File: config.mk
export PLATFORM = sky130hd
export DESIGN_NAME = uart_tx_sequencer
export DESIGN_NICKNAME = d
export VERILOG_FILES = /design/src/rtl/uart_tx_sequencer.sv
export SDC_FILE = /design/constraint.sdc
export NUM_CORES = 1
export LEC_CHECK = 0
export ABC_CLOCK_PERIOD_IN_PS = 3150
export BUFFER_PORTS_ARGS = -buffer_cell sky130_fd_sc_hd__buf_2
export CAP_MARGIN = 10
export CELL_PAD_IN_SITES_DETAIL_PLACEMENT = 0
export CELL_PAD_IN_SITES_GLOBAL_PLACEMENT = 2
export CORE_MARGIN = 8
export CORE_UTILIZATION = 38
export DETAILED_ROUTE_END_ITERATION = 12
export GPL_TIMING_DRIVEN = 1
export PLACE_DENSITY_LB_ADDON = 0.2
export RECOVER_POWER = 50
export SYNTH_ARGS = -nofsm -noshare
export SYNTH_HDL_FRONTEND = slang
export SYNTH_SLANG_ARGS = --single-unit
File: constraint.sdc
create_clock -name clk -period 3.15 [get_ports clk]
set_input_delay 0.315 -clock clk [delete_from_list [all_inputs] [get_ports clk]]
set_output_delay 0.315 -clock clk [all_outputs]
set_load 0.05 [all_outputs]
File: src/rtl/uart_tx_sequencer.sv
// Two-requester UART transmit front end: round-robin arbitration into a small FIFO,
// then a Wishbone master that polls the UART CTL register and writes each byte to TX.
module uart_tx_sequencer #(
    parameter int unsigned FIFO_AW      = 2,
    parameter int unsigned ACK_TIMEOUT  = 16,
    parameter int unsigned GUARD_CYCLES = 2
) (
    input  logic               clk,
    input  logic               reset,
    input  logic               i_req0_valid,
    input  logic [7:0]         i_req0_data,
    output logic               o_req0_ready,
    input  logic               i_req1_valid,
    input  logic [7:0]         i_req1_data,
    output logic               o_req1_ready,
    output logic               o_wb_cyc,
    output logic               o_wb_stb,
    output logic               o_wb_we,
    output logic [1:0]         o_wb_addr,
    output logic [7:0]         o_wb_data,
    input  logic               i_wb_ack,
    input  logic               i_wb_stall,
    input  logic [7:0]         i_wb_data,
    output logic [FIFO_AW:0]   o_fifo_count,
    output logic               o_busy,
    output logic               o_err
);

    localparam int unsigned DEPTH = 1 << FIFO_AW;
    localparam int unsigned CW    = FIFO_AW + 1;
    localparam int unsigned TW    = $clog2(ACK_TIMEOUT + 1);
    localparam int unsigned GW    = (GUARD_CYCLES > 1) ? $clog2(GUARD_CYCLES + 1) : 1;
    localparam logic [1:0]  ADDR_TX  = 2'd0;
    localparam logic [1:0]  ADDR_CTL = 2'd2;

    typedef enum logic [2:0] {
        IDLE,
        POLL_REQ,
        POLL_WAIT,
        WR_REQ,
        WR_WAIT,
        GUARD
    } state_t;

    state_t             state;
    logic               rr_last;
    logic [7:0]         mem [DEPTH];
    logic [FIFO_AW-1:0] wptr;
    logic [FIFO_AW-1:0] rptr;
    logic [TW-1:0]      tmo_cnt;
    logic [GW-1:0]      guard_cnt;

    logic               not_full_c;
    logic               push0_c;
    logic               push1_c;
    logic               push_c;
    logic               pop_c;
    logic               ack_c;
    logic               tmo_c;
    logic               idle_next_c;
    logic [7:0]         push_data_c;
    logic [CW-1:0]      count_nxt_c;
    logic               ctl_unused_c;

    // Requester that was not granted last wins a tie; a lone valid requester always gets in.
    assign not_full_c   = o_fifo_count < CW'(DEPTH);
    assign o_req0_ready = !reset && not_full_c && (rr_last || !i_req1_valid);
    assign o_req1_ready = !reset && not_full_c && (!rr_last || !i_req0_valid);
    assign push0_c      = i_req0_valid && o_req0_ready;
    assign push1_c      = i_req1_valid && o_req1_ready;
    assign push_c       = push0_c || push1_c;
    assign push_data_c  = push0_c ? i_req0_data : i_req1_data;

    // Acks only count while a cycle is open, so stray acks in IDLE/GUARD are dropped.
    assign ack_c        = o_wb_cyc && i_wb_ack;
    assign pop_c        = ack_c && o_wb_we;
    assign tmo_c        = o_wb_cyc && !i_wb_ack && (tmo_cnt == TW'(ACK_TIMEOUT - 1));
    assign count_nxt_c  = o_fifo_count + CW'(push_c) - CW'(pop_c);
    assign ctl_unused_c = ^i_wb_data[7:1];

    always_comb begin
        idle_next_c = 1'b0;
        unique case (state)
            IDLE:    idle_next_c = (o_fifo_count == '0);
            GUARD:   idle_next_c = (guard_cnt <= GW'(1));
            default: begin
                if (o_wb_cyc) begin
                    if (ack_c) idle_next_c = o_wb_we ? (GUARD_CYCLES == 0) : !i_wb_data[0];
                    else       idle_next_c = tmo_c;
                end
            end
        endcase
    end

    always_ff @(posedge clk or posedge reset) begin
        if (reset) begin
            wptr         <= '0;
            rptr         <= '0;
            o_fifo_count <= '0;
            rr_last      <= 1'b1;
        end else begin
            if (push_c) begin
                wptr    <= wptr + FIFO_AW'(1);
                rr_last <= push1_c;
            end
            if (pop_c) rptr <= rptr + FIFO_AW'(1);
            o_fifo_count <= count_nxt_c;
        end
    end

    always_ff @(posedge clk) begin
        if (push_c) mem[wptr] <= push_data_c;
    end

    // Bus master: poll CTL, write TX on ready, guard gap, abort on ack timeout.
    always_ff @(posedge clk or posedge reset) begin
        if (reset) begin
            state     <= IDLE;
            o_wb_cyc  <= 1'b0;
            o_wb_stb  <= 1'b0;
            o_wb_we   <= 1'b0;
            o_wb_addr <= '0;
            o_wb_data <= '0;
            o_err     <= 1'b0;
            o_busy    <= 1'b0;
            tmo_cnt   <= '0;
            guard_cnt <= '0;
        end else begin
            o_err  <= 1'b0;
            o_busy <= (count_nxt_c != '0) || !idle_next_c;
            unique case (state)
                IDLE: begin
                    if (o_fifo_count != '0) begin
                        o_wb_cyc  <= 1'b1;
                        o_wb_stb  <= 1'b1;
                        o_wb_we   <= 1'b0;
                        o_wb_addr <= ADDR_CTL;
                        tmo_cnt   <= '0;
                        state     <= POLL_REQ;
                    end
                end
                GUARD: begin
                    if (guard_cnt <= GW'(1)) state <= IDLE;
                    else                     guard_cnt <= guard_cnt - GW'(1);
                end
                default: begin
                    if (state == WR_REQ && !o_wb_cyc) begin
                        // One idle bus cycle after the poll, then present the head byte.
                        o_wb_cyc  <= 1'b1;
                        o_wb_stb  <= 1'b1;
                        o_wb_we   <= 1'b1;
                        o_wb_addr <= ADDR_TX;
                        o_wb_data <= mem[rptr];
                        tmo_cnt   <= '0;
                    end else if (ack_c) begin
                        o_wb_cyc <= 1'b0;
                        o_wb_stb <= 1'b0;
                        o_wb_we  <= 1'b0;
                        if (o_wb_we) begin
                            guard_cnt <= GW'(GUARD_CYCLES);
                            state     <= (GUARD_CYCLES == 0) ? IDLE : GUARD;
                        end else begin
                            state <= i_wb_data[0] ? WR_REQ : IDLE;
                        end
                    end else if (tmo_c) begin
                        o_wb_cyc <= 1'b0;
                        o_wb_stb <= 1'b0;
                        o_wb_we  <= 1'b0;
                        o_err    <= 1'b1;
                        state    <= IDLE;
                    end else begin
                        tmo_cnt <= tmo_cnt + TW'(1);
                        if (o_wb_stb && !i_wb_stall) begin
                            o_wb_stb <= 1'b0;
                            state    <= (state == POLL_REQ) ? POLL_WAIT : WR_WAIT;
                        end
                    end
                end
            endcase
        end
    end

endmodule

After elaboration in Yosys (flattened, before gate mapping). Memories as Yosys holds them, arrays and structs flattened. A register that Yosys moved wholly into a read port is not among the register bits. Cells that the tools add are included.

Flip-flop bits (word level): 25. Bits in writable memories: 32. Input port bits: 30. Output and inout port bits: 20. Logic and storage cells: 124. Memories: 1.

Memories: mem (depth 4, bits a word 8, rd ports 1, clocked after memory_dff 1, wr ports 1, RTL line 47) `logic [7:0] mem [DEPTH];`.

Add/sub/neg operators: 6. Magnitude comparators: 2. Equality and inequality tests: 11. Mux-type cells: 46. Bitwise gates (word level): 3. Reductions and logical operators: 42.

Operator list (number): $mux W3 (8); $mux W5 (4); $mux W1 (18); $mux W2 (7); $logic_and A1 B1 Y1 (11); $pmux W5 S2 (1); $reduce_bool A5 Y1 (2); $logic_not A1 Y1 (9); $ne A3 B1 Y1 const B (3); $reduce_and A3 Y1 (3); $mux W8 (1); $pmux W1 S2 (4); $pmux W2 S2 (2); $reduce_and A4 Y1 (2); $logic_not A3 Y1 (2); $ne A2 B2 Y1 const B (3); $pmux W3 S2 (1); $reduce_bool A2 Y1 (3); $reduce_bool A3 Y1 (2); $add A5 B1 Y5 const B (1); $eq A5 B4 Y1 const B (1); $reduce_and A5 Y1 (1); $add A2 B1 Y2 const B (2); $logic_or A1 B1 Y1 (4); 13 further kinds (15).

Longest topological paths before layout. Gate-level depths: netlist of run 1.

Depth after elaboration: 9. Depth in mapped cells: 11. Depth with buffers taken out: 11.

Worst setup path after synthesis of run 1. OpenSTA, ideal clock, no wires.

Path type: register -> register. Start: reg o_fifo_count[2]. End: mem mem[0][0], data pin. Setup time: 266 ps. Arrival time: 2780 ps. Data required time: 2884 ps. Path slack: 104 ps. Cell stages (with the launch flop): 4. Buffers on the path: 0. Period minus slack after synthesis: 3046 ps. Path through: dfrtp_1 -> a211oi_1 -> nand2_1 -> mux2_2.

Cells in the longest elaborated chain, start to end: 5.

Ends and longest elaborated chain: from (decl) (RTL line 24) `output logic [FIFO_AW:0] o_fifo_count,`; from (signal assigned) (RTL line 107) `o_fifo_count <= count_nxt_c;`; $lt A3 B3 Y1 (RTL line 66) `assign not_full_c = o_fifo_count < CW'(DEPTH);`; $logic_and A1 B1 Y1 (2 in series) (RTL line 67) `assign o_req0_ready = !reset && not_full_c && (rr_last || !i_req1_valid);`; via o_req0_ready (RTL line 12) `output logic o_req0_ready,`; $logic_and A1 B1 Y1 (RTL line 69) `assign push0_c = i_req0_valid && o_req0_ready;`; $mux W8 (RTL line 72) `assign push_data_c = push0_c ? i_req0_data : i_req1_data;`; via push_data_c[0] (RTL line 61) `logic [7:0] push_data_c;`; to (decl) (RTL line 47).

The timed path passes the listed nets, and every way through them passes these cells.

Final worst setup path of run 1.
Start: in reset. End: reg o_busy.

Cells in the longest elaborated chain, start to end: 9. Elaborated cells on any way between the ends: 11. Classes of those cells: 2 x add/sub; 9 x reduce/logical.

Ends and longest elaborated chain: from (decl) (RTL line 9) `input logic reset,`; $logic_not A1 Y1 (no source line) (*); $logic_and A1 B1 Y1 (*) (RTL line 67, 68); $logic_and A1 B1 Y1 (on tied branches) (RTL line 67, 68); $logic_and A1 B1 Y1 (on tied branches) (RTL line 69, 70); $logic_or A1 B1 Y1 (*) (RTL line 71) `assign push_c = push0_c || push1_c;`; $add A3 B1 Y3 (*) (RTL line 78) `assign count_nxt_c = o_fifo_count + CW'(push_c) - CW'(pop_c);`; $sub A3 B1 Y3 (*) (RTL line 78); via count_nxt_c[2] (RTL line 62) `logic [CW-1:0] count_nxt_c;`; $reduce_bool A3 Y1 (*) (RTL line 130) `o_busy <= (count_nxt_c != '0) || !idle_next_c;`; $logic_or A1 B1 Y1 (*) (RTL line 130); to (signal assigned) (RTL line 130); to (decl) (RTL line 25) `output logic o_busy,`.

Mark *: on every way through the listed nets, which the timed path passes. The rest lies on a longest branch. A chain may end at the register's enable or synchronous reset.

==> results of run 1 <==
## power by group
part	internal, mW	total [mW]	switching, mW
logic	0.521	1.42	0.895
clock network	0.453	0.794	0.340
registers	1.12	1.35	0.225
## repair_timing
item | 4_1_cts | 5_1_grt
setup buffers | 0 | 0
setup endpoints to repair | 0 | 0
hold buffers | 1 | 0
endpoints found under the hold margin | 6 | 0
## registers in the layout, indices dropped and copies added (netlist names), 2 cells and up
| name | count |
|---|---|
| state | 3 |
| rptr | 2 |
| o_fifo_count | 3 |
| guard_cnt | 2 |
| mem | 32 |
| tmo_cnt | 5 |
| o_wb_data | 8 |
| wptr | 2 |
## worst register-to-register path, delay by kind of cell, from the launching register on
kind / cells / cell delay, ns
DFF: 1 / 0.41
AOI/OAI and AO/OA: 2 / 0.48
muxes: 1 / 0.33
adders and majority gates: 2 / 0.46
and+or+nand+nor: 2 / 0.42
buffers and inverters: 1 / 0.33
## routing by layer
metal,track usage,wire length (µm),up-vias
li1,-,-,912
met1,0.138,2790,945
met2,0.185,2920,32
met3,0.0301,176,8
met4,0.0703,126,0
met5,0,0,-
## cell usage after synthesis (all sizes together) (3+ instances only)
cell    instances
ha              9
xnor2           3
edfxtp         32
and2            5
xor2            3
or2             3
nand3           7
mux2           19
inv            15
and3            3
dfrtp          31
or3             3
nand2          11
o21ai          11
nor3            4
buf             7
nor2            3
mux4            8
nand3b          3
## logic make-up after synthesis
family	count (synthesis)
AND/OR/NAND/NOR	50
AO/OA/AOI/OAI	34
adder cells (fa/ha/maj)	10
multiplexers	29
flip-flops	64
buffers and inverters	24
XOR/XNOR	6
other	1
## metrics by stage
step	instance area [µm²]	power, mW	utilization	std cells
finish	3530	3.56	0.456	373
global route	3530	3.81	0.456	373
CTS	3570	3.65	0.461	373
detailed placement	3330	2.84	0.431	356
global placement	3330	2.85	0.431	356
floorplan	3020	2.48	-	218
## layout make-up
cell class / count / area (µm²) / area share
clock inverter: 7 / 103 / 0.0291
clock buffer: 9 / 124 / 0.0351
timing repair buffer: 46 / 215 / 0.0610
inverter: 15 / 56.3 / 0.0160
multi-input combinational: 130 / 1140 / 0.323
sequential: 64 / 1760 / 0.500
tap: 102 / 128 / 0.0362
## worst max-delay path by stage
stage                          startpoint         to  slack, ns  cells after the start
after floorplan           o_fifo_count[2]  mem[0][0]       0.10                      3
after global placement              reset     o_busy       0.72                     12
after detailed placement  o_fifo_count[2]     o_busy       0.71                     11
after CTS                           reset     o_busy       0.53                     13
after global routing                reset     o_busy       0.34                     13
final                               reset     o_busy       0.51                     13
==> results.yml, run 1 <==
synthesis:
  synth_edf_count: 32
  yosys.area.top_type: "edfxtp_1"
  synth_nets: 258
  synthFlopType: "edfxtp_1"
  syn_inst: 218
  synth.avg_cell_area_um2: 13.8
  yosys_warnings: 0
  yosysSeqAreaShare: 0.584
  synth_area_leaders: "edfxtp_1, dfrtp_1, mux2_2, mux4_2, ha_1"
  synth-async-reset-ratio: 0.500
  synth_area_um2: 3020
  synthMuxAreaShare: 0.137
  synth_compound_area_frac: 0.0830
  synth-seq-cells: 64
  yosys.area_share.simple: 0.0975
  synth_top_family_by_area: "multiplexers"
  synth-xor-area-share: 0.0174
  yosysTopAreaCellShare: 0.319
  synthAdderAreaFrac: 0.0440
  synth_cell_types: 55
power:
  power_density_nw_per_um2: 1010
  ir_drop_mv: 0.378
  p_leak_nw: 1.42
die:
  core_um2: 7730
  die_y_um: 105
  fp.dieW_um: 105
  start_util: 0.390
  row_count: 32
  die_area_um2: 11000
  io_pins: 50
global_routing:
  grt_pass1_vias: 1955
  grt_usage: 0.116
  antenna_found_initial: 0
  grt_max_degree: 26
  grt-ovfl-total: 0
  grt_pass1_wl_um: 9920
sta:
  timing.setup.tns_ns: 0
  relSlewSlack: 0.0597
  fin_crit_ns: 2.64
  tightest_slew_ns: 1.41
  hold_viol: 0
  fmax_mhz: 379
  fin_crit_sh: 0.839
  setup_slack_ns: 0.508
  rsz0062_at_grt: "false"
  fin_worst_skew_ns: 0.00711
  maxSlewViolCount: 0
  fin_worst_hold_slack_ns: 0.220
  setup_viol: 0
setup_path:
  startpoint_type: "primary input"
  worstRegToRegCells: 8
  worst-path-buf-inv: 5
  cp.required_ns: 3.35
  cp_data_arrival_time_ns: 2.84
  reg2reg_to: "tmo_cnt[1]"
  end_kind: "flop"
  critPathTopFamily: "buffers and inverters"
  timing.rr.start: "tmo_cnt[0]"
  r2r_slack_ns: 0.61
  slowest_stage: "dlygate4sd3_1"
  crit_chain: "dlygate4sd3_1, clkbuf_1, nor3_1, buf_4, inv_1, ha_1, inv_1, ha_1, fa_1, xor2_1, xnor2_1, nor3_1, nand4_1"
  crit_fanout: 8
  slowest_delay_ns: 0.54
  critPathKind: "in -> reg"
min_path:
  hold_class: "in -> reg"
  min_to: "o_err"
  hold_path_depth: 2
  min_from: "i_wb_ack"
cts:
  cts_tree: "yes"
  cts_buffers: 9
  clockBufferDepth: 2
  clk_pin_slew_ns: 0.08
  htreeDepth: 3
  cts.sinks: 64
  clkLatencyLatePin_ns: 0.34
  post_cts_resized: 0
  root_buffer: "clkbuf_8"
routing:
  viasPerCell: 5.09
  drt_first_pass_iters: 4
  postRouteAntennaNets: 0
  totalWireLength_um: 6010
  drc: 0
  drt_iter0_markers: 38
  vias: 1897
  wl_per_cell_um: 16.1
place:
  gp_congestion: 0.745
  pre_cts_slack_ns: 0.714
  portBuffers: 41
  post-dp-hpwl_um: 4290
cells_and_area:
  drive_gt1_frac: 0.277
  n_antenna_cell: 0
  nFillCells: 700
  most-common-layout-cells: "edfxtp_1, dfrtp_1, buf_2"
  nets: 306
  synthToLayoutAreaGrowth_pct: 16.9
  mostFrequentLayoutCell: "edfxtp_1"
status:
  status: "finished, final reports clean"
run:
  maxCapViolCount: 0
Note: power is estimated with default switching activity, not from simulation.
==> run 2: changes to the inputs <==
--- a/config.mk
+++ b/config.mk
@@ -5,7 +5,7 @@
 export SDC_FILE = /design/constraint.sdc
 export NUM_CORES = 1
 export LEC_CHECK = 0
-export ABC_CLOCK_PERIOD_IN_PS = 3150
+export ABC_CLOCK_PERIOD_IN_PS = 2700
 export BUFFER_PORTS_ARGS = -buffer_cell sky130_fd_sc_hd__buf_2
 export CAP_MARGIN = 10
 export CELL_PAD_IN_SITES_DETAIL_PLACEMENT = 0
==> constraint.sdc (replaced) <==
create_clock -name clk -period 2.7 [get_ports clk]
set_input_delay 0.27 -clock clk [delete_from_list [all_inputs] [get_ports clk]]
set_output_delay 0.27 -clock clk [all_outputs]
set_load 0.05 [all_outputs]
==> run 2 against run 1 <==
The flow now finishes with violations (max-capacitance violations, max-slew violations). Clock-buffer cell count is 1 higher. Flip-flop and latch count stayed put. Largest cell class unchanged. Clock power is 9.6% higher. First-iteration DRC count is 53% higher. Via count is 0.79% higher. Sequential power is 16% higher. Final cell count is 0.27% higher. Total power is 16% higher. Cell area is 0.11% higher.
==> results.yml, run 2 (synthesized netlist as in run 1, its figures left out) <==
status:
  status: "complete, but fails checks"
  violations: "max-capacitance violations, max-slew violations"
sta:
  tightest_slew_ns: 1.93
  relSlewSlack: -0.289
  fin_worst_skew_ns: 0.0112
  fin_crit_ns: 2.42
  fin_crit_sh: 0.897
  rsz0062_at_grt: "false"
  hold_viol: 0
  fmax_mhz: 413
  setup_viol: 0
  maxSlewViolCount: 33
  timing.setup.tns_ns: 0
power:
  sw_frac_of_total: 0.408
  sequentialPowerShare: 0.380
  clockPowerShare: 0.210
  power_density_nw_per_um2: 1170
  internal_power_mw: 2.45
  combPwrFrac: 0.410
  p_leak_nw: 1.41
  power.switching_mw: 1.69
  ir_drop_mv: 0.719
setup_path:
  critPathKind: "reg -> reg"
  worstRegToRegCells: 9
  crit_fanout: 5
  end_kind: "flop"
  cp.required_ns: 2.89
  startpoint_type: "flop"
  cp_data_arrival_time_ns: 2.61
die:
  fp.dieW_um: 105
  start_util: 0.390
  core_um2: 7730
  die_area_um2: 11000
  die_y_um: 105
  row_count: 32
  io_pins: 50
cells_and_area:
  finish.instance_area_um2: 3530
  drive_gt1_frac: 0.287
  nets: 307
  largest-register: "mem"
  most-common-layout-cells: "edfxtp_1, dfrtp_1, buf_2"
  largest_reg_flops: 32
  mostFrequentLayoutCell: "edfxtp_1"
  n_antenna_cell: 0
  synthToLayoutAreaGrowth_pct: 17.0
  reg.largest.list: "mem: 32 flops, o_wb_data: 8 flops, tmo_cnt: 5 flops"
cts:
  cts_tree: "yes"
  cts_hold_buf: 0
  root_buffer: "clkbuf_8"
  post_cts_resized: 0
  cts_buffers: 9
  clk_pin_slew_ns: 0.08
  htreeDepth: 3
  cts_setup_buffers: 0
  cts.sinks: 64
  clkLatencyLatePin_ns: 0.34
  clockBufferDepth: 2
routing:
  drt_first_pass_iters: 4
  postRouteAntennaNets: 0
  vias: 1912
  drc: 0
  wl_per_cell_um: 16.7
  totalWireLength_um: 6250
  drt_iter0_markers: 58
  viasPerCell: 5.11
min_path:
  hold_path_depth: 2
  hold_class: "in -> reg"
place:
  post-dp-hpwl_um: 4370
  place_area_um2: 3350
  gp_congestion: 0.768
  portBuffers: 41
global_routing:
  grt_pass1_vias: 2023
  antenna_found_initial: 0
  grt-ovfl-total: 0
  grt_pass1_wl_um: 10500
  grt_usage: 0.122
  grt_max_degree: 33
run:
  maxCapViolCount: 1
run 2: worst paths after layout:
kind                               from      endpoint  slack (ns)
max in group asynchronous         reset       rptr[1]        0.90
hold / removal                 i_wb_ack         o_err        0.19
hold reg to reg            guard_cnt[0]  guard_cnt[0]        0.48
min in group asynchronous         reset       wptr[1]        0.68
setup reg to reg                o_wb_we        o_busy        0.28
setup / recovery                o_wb_we        o_busy        0.28
run 2: per-stage QoR:
stage,power (mW),hold slack (ns),instances,setup slack [ns],utilization
after global routing,4.43,0.201,374,0.163,0.457
after floorplan,2.91,0.340,218,0.0670,-
after CTS,4.23,0.0784,374,0.289,0.461
after detailed placement,3.35,0.447,358,0.315,0.434
final,4.14,0.193,374,0.279,0.457
after global placement,3.34,0.449,358,0.358,0.434
run 2: per-layer routing:
| metal | vias to the layer above | global-route usage | part of all wire |
|---|---|---|---|
| li1 | 909 | - | - |
| met5 | - | 0 | 0 |
| met2 | 55 | 0.178 | 0.45 |
| met1 | 942 | 0.160 | 0.48 |
| met4 | 0 | 0.0336 | 0.012 |
| met3 | 6 | 0.0528 | 0.059 |
run 2: critical path: stages, from the launching register on:
cell     delay, ns
dfrtp_1       0.42
and3_1        0.31
ha_1          0.31
inv_1         0.04
ha_1          0.19
fa_1          0.37
xor2_1        0.16
xnor2_1       0.14
nor3_1        0.20
nand4_1       0.12
run 2: power groups by stage:
stage / logic, mW / registers, mW / clock network, mW
floorplan: 1.05 / 1.85 / 0
global placement: 1.74 / 1.60 / 0
detailed placement: 1.75 / 1.59 / 0
CTS: 1.76 / 1.58 / 0.897
global route: 1.86 / 1.62 / 0.945
finish: 1.70 / 1.57 / 0.870
run 2: area by class of cell:
cell class	instances	area, µm²
Clock buffer	10	128
Clock inverter	6	83.8
Fill cell	714	4200
Inverter	15	56.3
Multi-Input combinational cell	130	1150
Sequential cell	64	1760
Tap cell	102	128
Timing Repair Buffer	47	220
==> run 3: changes to the inputs <==
--- a/config.mk
+++ b/config.mk
@@ -6,16 +6,16 @@
 export NUM_CORES = 1
 export LEC_CHECK = 0
 export ABC_CLOCK_PERIOD_IN_PS = 2700
-export BUFFER_PORTS_ARGS = -buffer_cell sky130_fd_sc_hd__buf_2
+export BUFFER_PORTS_ARGS = -buffer_cell sky130_fd_sc_hd__clkbuf_2
 export CAP_MARGIN = 10
 export CELL_PAD_IN_SITES_DETAIL_PLACEMENT = 0
 export CELL_PAD_IN_SITES_GLOBAL_PLACEMENT = 2
 export CORE_MARGIN = 8
-export CORE_UTILIZATION = 38
+export CORE_UTILIZATION = 40
+export CTS_BUF_LIST = sky130_fd_sc_hd__clkbuf_4 sky130_fd_sc_hd__clkbuf_8
 export DETAILED_ROUTE_END_ITERATION = 12
 export GPL_TIMING_DRIVEN = 1
 export PLACE_DENSITY_LB_ADDON = 0.2
-export RECOVER_POWER = 50
 export SYNTH_ARGS = -nofsm -noshare
 export SYNTH_HDL_FRONTEND = slang
 export SYNTH_SLANG_ARGS = --single-unit
==> run 3 against run 2 <==
The run now ends clean. Core utilization is 3.6 points higher. Sequential share of layout area shrank 0.89 points. Setup slack worse by 0.10 ns. Non-clock buffer count is 2 higher. Worst hold slack worse by 0.0037 ns. Clock power is 7.9% higher. Register-to-register slack better by 0.08 ns.
==> results.yml, run 3 (synthesized netlist as in run 1, its figures left out) <==
global_routing:
  antenna_found_initial: 0
  grt_pass1_wl_um: 10100
  grt_usage: 0.127
  grt_max_degree: 27
  grt-ovfl-total: 0
  grt_pass1_vias: 1985
setup_path:
  end_kind: "flop"
  worstRegToRegCells: 9
  reg2reg_to: "o_busy"
  timing.rr.start: "o_wb_we"
  slowest_stage: "dlygate4sd3_1"
  cp.required_ns: 2.91
  slowest_delay_ns: 0.54
  crit_chain: "dlygate4sd3_1, clkbuf_2, nor3_2, inv_1, ha_1, inv_1, ha_1, fa_1, xor2_1, xnor2_1, nor3_1, nand4_1"
  r2r_slack_ns: 0.36
  cp_data_arrival_time_ns: 2.73
  startpoint_type: "primary input"
  crit_fanout: 4
  critPathKind: "in -> reg"
routing:
  wl_per_cell_um: 16.5
  vias: 1882
  drt_iter0_markers: 89
  postRouteAntennaNets: 0
  drt_first_pass_iters: 4
  drc: 0
  viasPerCell: 5.05
  totalWireLength_um: 6150
die:
  io_pins: 50
  die_y_um: 103
  fp.dieW_um: 103
  row_count: 31
  die_area_um2: 10600
  core_um2: 7290
  start_util: 0.414
sta:
  relSlewSlack: 0.599
  maxSlewViolCount: 0
  fmax_mhz: 396
  setup_slack_ns: 0.177
  tightest_slew_ns: 0.601
  hold_viol: 0
  setup_viol: 0
  fin_worst_hold_slack_ns: 0.189
  timing.setup.tns_ns: 0
  fin_worst_skew_ns: 0.00885
  fin_crit_sh: 0.934
  fin_crit_ns: 2.52
  rsz0062_at_grt: "false"
cts:
  clk_pin_slew_ns: 0.08
  root_buffer: "clkbuf_8"
  cts_tree: "yes"
  cts.sinks: 64
  htreeDepth: 3
  clockBufferDepth: 2
  clkLatencyLatePin_ns: 0.34
  cts_buffers: 9
run:
  maxCapViolCount: 0
cells_and_area:
  mostFrequentLayoutCell: "clkbuf_2"
  n_antenna_cell: 0
  most-common-layout-cells: "clkbuf_2, edfxtp_1, dfrtp_1"
  drive_gt1_frac: 0.372
  reg.largest.list: "mem: 32 flops, o_wb_data: 8 flops, tmo_cnt: 5 flops"
  synthToLayoutAreaGrowth_pct: 19.2
  largest_reg_flops: 32
  nets: 309
  largest-register: "mem"
min_path:
  min_to: "o_err"
  hold_path_depth: 2
  hold_class: "in -> reg"
  min_from: "i_wb_ack"
place:
  post-dp-hpwl_um: 4380
  gp_congestion: 0.731
  portBuffers: 41
  pre_cts_slack_ns: 0.365
power:
  p_leak_nw: 1.50
  power_density_nw_per_um2: 1180
  ir_drop_mv: 0.436
status:
  status: "finished, final reports clean"
[run 3: changes by cell type in the layout (fill, tap and decap cells not counted), moves of 3 or more]
cell,change
and2_0,-4
buf_2,-23
and2_1,+4
buf_4,+3
clkbuf_1,-21
clkbuf_2,+41
[run 3: critical path: cells and delay by family]
| kind | cells | cell delay [ns] |
|---|---|---|
| adders and majority gates | 3 | 0.83 |
| xor gates and xnor gates | 2 | 0.31 |
| buffers and inverters | 4 | 0.79 |
| and+or+nand+nor | 3 | 0.53 |
[run 3: final cells by class]
class	instances	area [µm²]
clock inverters	7	103
well taps	99	124
clock buffers	9	124
inverters	15	56.3
multi-input cells	130	1160
fillers	694	3700
repair buffers	49	268
flip-flops and latches	64	1760
[run 3: per-layer routing]
metal / GRT usage / routed length [µm] / up-vias / part of all wire
li1: - / - / 915 / -
met1: 0.157 / 2810 / 919 / 0.46
met2: 0.206 / 2950 / 38 / 0.48
met3: 0.0344 / 289 / 10 / 0.047
met4: 0.0556 / 91 / 0 / 0.015
met5: 0 / 0 / - / 0
[run 3: timing repair]
| item | in CTS | in global routing |
|---|---|---|
| hold endpoints to repair | 5 | 0 |
| setup buffers | 0 | 0 |
| gates resized for setup | 0 | 0 |
| setup endpoints to repair | 0 | 0 |
| hold buffers | 1 | 0 |
[run 3: metrics by stage]
stage / cells / area, µm² / power, mW / utilization
detailed placement: 356 / 3360 / 3.35 / 0.461
floorplan: 218 / 3030 / 2.91 / -
global route: 373 / 3590 / 4.53 / 0.493
CTS: 373 / 3590 / 4.30 / 0.493
global placement: 356 / 3360 / 3.35 / 0.461
finish: 373 / 3590 / 4.26 / 0.493
[run 3: worst max path at each step]
stage | cells after the start | from | end
2_1_floorplan | 11 | o_wb_cyc | o_busy
4_1_cts | 12 | reset | o_busy
3_5_place_dp | 9 | o_wb_we | o_busy
6_report | 12 | reset | o_busy
3_3_place_gp | 9 | o_wb_we | o_busy
5_1_grt | 12 | reset | o_busy
[run 3: power by group]
group / internal [mW] / total [mW] / leakage (nW) / switching [mW]
Clock: 0.529 / 0.939 / 0.110 / 0.410
Sequential: 1.31 / 1.58 / 0.678 / 0.268
Combinational: 0.673 / 1.74 / 0.714 / 1.07
Total: 2.51 / 4.26 / 1.50 / 1.75
